**config.mk**
```make
export PLATFORM = sky130hd
export DESIGN_NAME = multicycle_sequencer
export DESIGN_NICKNAME = d
export VERILOG_FILES = /design/src/rtl/multicycle_sequencer.sv
export SDC_FILE = /design/constraint.sdc
export NUM_CORES = 1
export LEC_CHECK = 0
export CORE_MARGIN = 8
export CORE_UTILIZATION = 49
export CTS_CLUSTER_SIZE = 14
export DETAILED_ROUTE_END_ITERATION = 10
export GPL_TIMING_DRIVEN = 0
export MAX_ROUTING_LAYER = met4
export PLACE_DENSITY = 0.83
export SYNTH_ARGS = -nofsm -noshare
export SYNTH_HDL_FRONTEND = slang
export SYNTH_SLANG_ARGS = --single-unit
```
**constraint.sdc**
```tcl
create_clock -name clk -period 2.2 [get_ports clk]
set_input_delay 0.44 -clock clk [delete_from_list [all_inputs] [get_ports clk]]
set_output_delay 0.44 -clock clk [all_outputs]
set_load 0.03 [all_outputs]
```
**src/rtl/multicycle_sequencer.sv**
```systemverilog
// Multi-cycle control sequencer: steps each instruction through FETCH/DECODE/EXECUTE/MEM/WB,
// drives datapath strobes and clock-gate enables, and faults on a stalled memory handshake.
module multicycle_sequencer #(
  parameter int MEM_TIMEOUT = 15,
  parameter int CNT_W       = 16
) (
  input  logic             clk,
  input  logic             rst_n,
  input  logic             start,
  input  logic             halt,
  input  logic             clear_fault,
  input  logic [6:0]       opcode,
  input  logic             branch_taken,
  input  logic             imem_ready,
  input  logic             dmem_ready,
  output logic             imem_req,
  output logic             ir_load,
  output logic             pc_load,
  output logic             pc_sel,
  output logic             rf_read_en,
  output logic             alu_en,
  output logic             dmem_req,
  output logic             dmem_we,
  output logic             rf_write_en,
  output logic             wb_sel,
  output logic [3:0]       cg_en,
  output logic             busy,
  output logic             fault,
  output logic [CNT_W-1:0] retire_count
);

  localparam int WW = (MEM_TIMEOUT > 0) ? $clog2(MEM_TIMEOUT + 1) : 1;

  localparam logic [6:0] OP_RTYPE  = 7'b0110011;
  localparam logic [6:0] OP_LOAD   = 7'b0000011;
  localparam logic [6:0] OP_STORE  = 7'b0100011;
  localparam logic [6:0] OP_BRANCH = 7'b1100011;

  typedef enum logic [2:0] {
    IDLE    = 3'd0,
    FETCH   = 3'd1,
    DECODE  = 3'd2,
    EXECUTE = 3'd3,
    MEM     = 3'd4,
    WB      = 3'd5,
    FAULT   = 3'd6
  } state_t;

  state_t          state;
  logic [6:0]      op_q;
  logic [WW-1:0]   wait_cnt;

  logic known, is_rtype, is_load, is_store, is_branch, timeout_hit, retire;

  // Opcode classification, retire detection and timeout comparison.
  always_comb begin
    known       = (opcode == OP_RTYPE) || (opcode == OP_LOAD) ||
                  (opcode == OP_STORE) || (opcode == OP_BRANCH);
    is_rtype    = (op_q == OP_RTYPE);
    is_load     = (op_q == OP_LOAD);
    is_store    = (op_q == OP_STORE);
    is_branch   = (op_q == OP_BRANCH);
    timeout_hit = (MEM_TIMEOUT != 0) && (32'(wait_cnt) == MEM_TIMEOUT - 1);
    retire      = ((state == DECODE)  && !known) ||
                  ((state == EXECUTE) && is_branch) ||
                  ((state == MEM)     && is_store && dmem_ready) ||
                  (state == WB);
  end

  // State sequencing, wait counter, opcode latch and retire counter.
  always_ff @(posedge clk or negedge rst_n) begin
    if (!rst_n) begin
      state        <= IDLE;
      op_q         <= 7'd0;
      wait_cnt     <= '0;
      retire_count <= '0;
    end else begin
      case (state)
        IDLE: begin
          if (start) begin
            state    <= FETCH;
            wait_cnt <= '0;
          end
        end
        FETCH: begin
          if (imem_ready) state <= DECODE;
          else if (timeout_hit) state <= FAULT;
          else wait_cnt <= wait_cnt + WW'(1);
        end
        DECODE: begin
          op_q <= opcode;
          if (known) state <= EXECUTE;
        end
        EXECUTE: begin
          if (is_rtype) state <= WB;
          else if (is_load || is_store) begin
            state    <= MEM;
            wait_cnt <= '0;
          end
        end
        MEM: begin
          if (dmem_ready) begin
            if (is_load) state <= WB;
          end else if (timeout_hit) state <= FAULT;
          else wait_cnt <= wait_cnt + WW'(1);
        end
        WB: begin
          state <= WB;
        end
        FAULT: begin
          if (clear_fault) state <= IDLE;
        end
        default: state <= FAULT;
      endcase
      // An instruction boundary overrides the per-state next state above.
      if (retire) begin
        retire_count <= retire_count + CNT_W'(1);
        state        <= halt ? IDLE : FETCH;
        wait_cnt     <= '0;
      end
    end
  end

  // Strobes decoded from the state register, gated by same-cycle conditions.
  always_comb begin
    imem_req    = 1'b0;
    ir_load     = 1'b0;
    pc_load     = 1'b0;
    pc_sel      = 1'b0;
    rf_read_en  = 1'b0;
    alu_en      = 1'b0;
    dmem_req    = 1'b0;
    dmem_we     = 1'b0;
    rf_write_en = 1'b0;
    wb_sel      = 1'b0;
    cg_en       = 4'b0000;
    busy        = (state != IDLE) && (state != FAULT);
    fault       = (state == FAULT);
    case (state)
      FETCH: begin
        imem_req = 1'b1;
        ir_load  = imem_ready;
        cg_en    = 4'b0001;
      end
      DECODE: begin
        rf_read_en = 1'b1;
        pc_load    = !known;
        cg_en      = 4'b0010;
      end
      EXECUTE: begin
        alu_en  = 1'b1;
        pc_load = is_branch;
        pc_sel  = is_branch && branch_taken;
        cg_en   = 4'b0100;
      end
      MEM: begin
        dmem_req = 1'b1;
        dmem_we  = is_store;
        pc_load  = is_store && dmem_ready;
        cg_en    = 4'b1000;
      end
      WB: begin
        rf_write_en = 1'b1;
        wb_sel      = is_load;
        pc_load     = 1'b1;
        cg_en       = 4'b0010;
      end
      default: begin
        cg_en = 4'b0000;
      end
    endcase
  end

endmodule

```
==> summary.md <==
## Setup path
• **slowest cell on the critical path** dfrtp_2
• **maximum fanout along the worst path** 5
• **stage delay of the slowest cell on the critical path** 0.44 ns
• **Worst R2R Path Depth** 10
• **kind of critical path** flop to output port
• **arrival time of data at the critical path endpoint** 1.77 ns
• **critical path required time** 1.76 ns
• **cell-by-cell listing of the critical path** buf_6 -> and3b_2 -> mux2_4 -> a22oi_4 -> nand2_4 -> buf_6
• **kind of end point of the critical path** output port
• **crit start category** flop
• **flop2flop setup slack** 0.05 ns
• **library cell appearing most often on the critical path** buf_6

## Logic synthesis
• **fraction of registers with async set/reset** 100%
• **main flop type after synthesis** dfrtp_1
• **dominant cell type by area after synthesis** dfrtp_1
• **number of warnings issued by yosys** 0
• **EDFF count, synth** 0
• **most frequent cell after synthesis** dfrtp_1
• **cell area after synthesis** 1810 um2
• **top cells by area in the synthesized netlist** dfrtp_1, xor2_1, mux2_2
• **number of library cell types mapped by synthesis** 50
• **instance count of the mapped netlist** 180
• **sequential element share of the synthesized area** 41.4%
• **net count of the mapped netlist** 198
• **list of most frequent post-synthesis cells** dfrtp_1, xor2_1, nor2_1, nand3_1
• **Avg Inst Size Synth** 10.1 um2
• **fraction of synthesized cell area taken by the top area cell type** 41.4%
• **register bit count reported by yosys** 30

## Timing
• **highest attainable clock frequency** 0.452 GHz
• **setup repair after global routing missed its margin** yes
• **total negative slack** -0.0146 ns
• **final setup vio count** 1
• **Tmin final** 2.21 ns
• **slack of the critical path** -0.0146 ns
• **Fin. Hold Viols** 0
• **worst slew pin tran** 0.680 ns
• **relative slew slack** 54.7%
• **post-route fraction of the period consumed by the critical path** 101%
• **clock skew** 0.00458 ns
• **pins over their slew limit** 0

## Status
• **status** finished, violations left
• **violations in the final reports** setup timing

## Cells and area
• **net total in the final layout** 267
• **final-layout fill cell count** 252
• **Post-Route Utilization** 74.0%
• **Area Overhead vs Synth** 47.4%
• **antenna cell count** 0
• **final instance area** 2670 um2
• **sequential standard cell area** 753 um2
• **area occupied by multi-input gates** 1060 um2
• **share of post-route cells with drive strength above 1** 30.8%

## Global routing
• **aggregate global routing overflow** 0
• **GR Layer Usage met1** 19.3%
• **GR met3 Demand/Resource** 5.01%
• **Top Usage Layer GRT** met2
• **routing usage on met2** 25.7%
• **antenna violations before repair** 0
• **overall routing resource usage** 16.5%
• **maximum number of pins on one net before global-route repair** 31
• **global-route wire length before repair** 7.89 mm
• **via count of the first global-routing pass** 1667

## Floorplan
• **Die Ht** 76.8 um
• **number of placement rows** 22
• **die outline area** 5900 um2
• **initial cell density of the core** 50.2%
• **area of the core** 3610 um2
• **DIE WIDTH** 76.8 um
• **I/O pins** 47

## Drt
• **1st-pass router iterations** 4
• **routed via count** 1678
• **number of routed nets with antenna violations** 0
• **per-cell via count in the routed design** 5.63
• **number of DRC violations after detailed-routing iteration 0** 164
• **# DRC** 0
• **total wire length after detailed routing** 4.98 mm
• **Routed wire per std cell** 16.7 um

## Flow run
• **Max Cap Viol** 0

## Power and ir drop
• **power after layout** 0.00398 W
• **static leakage** 1.17 nW
• **Peak supply drop** 1110 uV
• **power per unit of standard cell area** 1490 nW/um2

## Worst hold path
• **Worst Hold Class** input port to asynchronous set/reset pin

## Placed design
• **Buffers on Ports** 46
• **post-placement worst setup slack** -0.706 ns
• **HPWL after detailed placement** 3.18 mm
• **placed cell area** 2330 um2
• **routability congestion estimate from global placement** 0.876

## CTS
• **CTS max path bufs** 2
• **clock-pin slew on the worst setup and hold paths** 0.07 ns
• **clock buffers created by TritonCTS** 5
• **insertion delay of the later-clocked pin in the worst-skew pair** 0.29 ns
• **clock root buffer master** clkbuf_8
• **sinks on the clock net** 30
• **TritonCTS clock tree** built
• **total number of H-tree levels** 2
• **number of buffers inserted for hold repair after clock tree synthesis** 0

final timing paths:
check / from / end
worst max register to register: state[1] / state[0]
worst max-delay path: state[1] / pc_load
max in group asynchronous: rst_n / state[1]
worst min-delay path: rst_n / retire_count[0]
worst min register to register: retire_count[15] / retire_count[15]
min in group clk: retire_count[15] / retire_count[15]
placed cells by master (no fill, tap or decap), drive strengths merged, types with 3 or more instances in the layout:
| master | Yosys | layout |
|---|---|---|
| ha | 3 | 3 |
| buf | 5 | 28 |
| a21oi | 14 | 14 |
| mux2 | 10 | 10 |
| dlygate4sd2 | 0 | 7 |
| inv | 5 | 5 |
| nor2 | 14 | 14 |
| o21ai | 3 | 3 |
| and3 | 3 | 3 |
| xor2 | 15 | 15 |
| o211ai | 3 | 3 |
| and3b | 3 | 3 |
| clkbuf | 5 | 11 |
| nand2b | 3 | 3 |
| nor3 | 7 | 7 |
| dfrtp | 30 | 30 |
| clkdlybuf4s50 | 0 | 26 |
| nand4 | 3 | 3 |
| nor2b | 3 | 3 |
| nand2 | 7 | 7 |
| nand3 | 11 | 11 |
registers in the layout, summed over array words and instances (netlist names):
| name | cells |
|---|---|
| op_q | 7 |
| wait_cnt | 4 |
| retire_count | 16 |
| state | 3 |
final cells by class:
| cell class | count | area share [%] |
|---|---|---|
| Clock buffer | 6 | 3.09 |
| Multi-Input combinational cell | 135 | 39.7 |
| Clock inverter | 2 | 0.469 |
| Sequential cell | 30 | 28.2 |
| Buffer | 9 | 3.19 |
| Inverter | 5 | 0.703 |
| Timing Repair Buffer | 63 | 22.4 |
| Tap cell | 48 | 2.25 |
per-stage QoR:
step | hold WS (ns) | std cells
after floorplan | 0.144 | 180
after global placement | 0.463 | 274
after detailed placement | 0.465 | 274
after CTS | 0.479 | 292
after global routing | 0.238 | 298
final | 0.183 | 298
report_power, final:
part           internal (W)  switching, W  leakage [nW]
clock network      0.000251      0.000228        0.0472
logic               0.00109       0.00131         0.783
registers          0.000801      0.000305         0.339
cell families (layout without fill, tap and decap cells):
family | Yosys count | in the layout | share of synthesized area (%)
fa+ha+maj | 3 | 3 | 2.07
simple gates | 66 | 66 | 21.3
flops | 30 | 30 | 41.4
xor+xnor | 15 | 15 | 7.25
mux | 11 | 11 | 6.77
compound gates | 40 | 40 | 16.7
buf+inv | 15 | 85 | 4.42
critical path, delay by kind of cell, from the launching register on:
| family | cells | cell delay (ns) |
|---|---|---|
| DFF | 1 | 0.44 |
| muxes | 1 | 0.28 |
| buffers and inverters | 2 | 0.28 |
| and+or+nand+nor | 2 | 0.29 |
| AOI/OAI and AO/OA | 1 | 0.20 |
what timing repair did:
action	in CTS	in global routing
endpoints found under the setup margin	16	23
resized for setup	61	22
cloned	0	2
setup buffers	11	4
pin swaps	7	1
routing by layer:
| layer | share of wire, % | up-vias |
|---|---|---|
| li1 | - | 801 |
| met2 | 49 | 71 |
| met5 | 0 | - |
| met4 | 1.2 | 0 |
| met3 | 6.7 | 8 |
| met1 | 43 | 798 |
No activity file was read; power rests on OpenSTA's default activity.
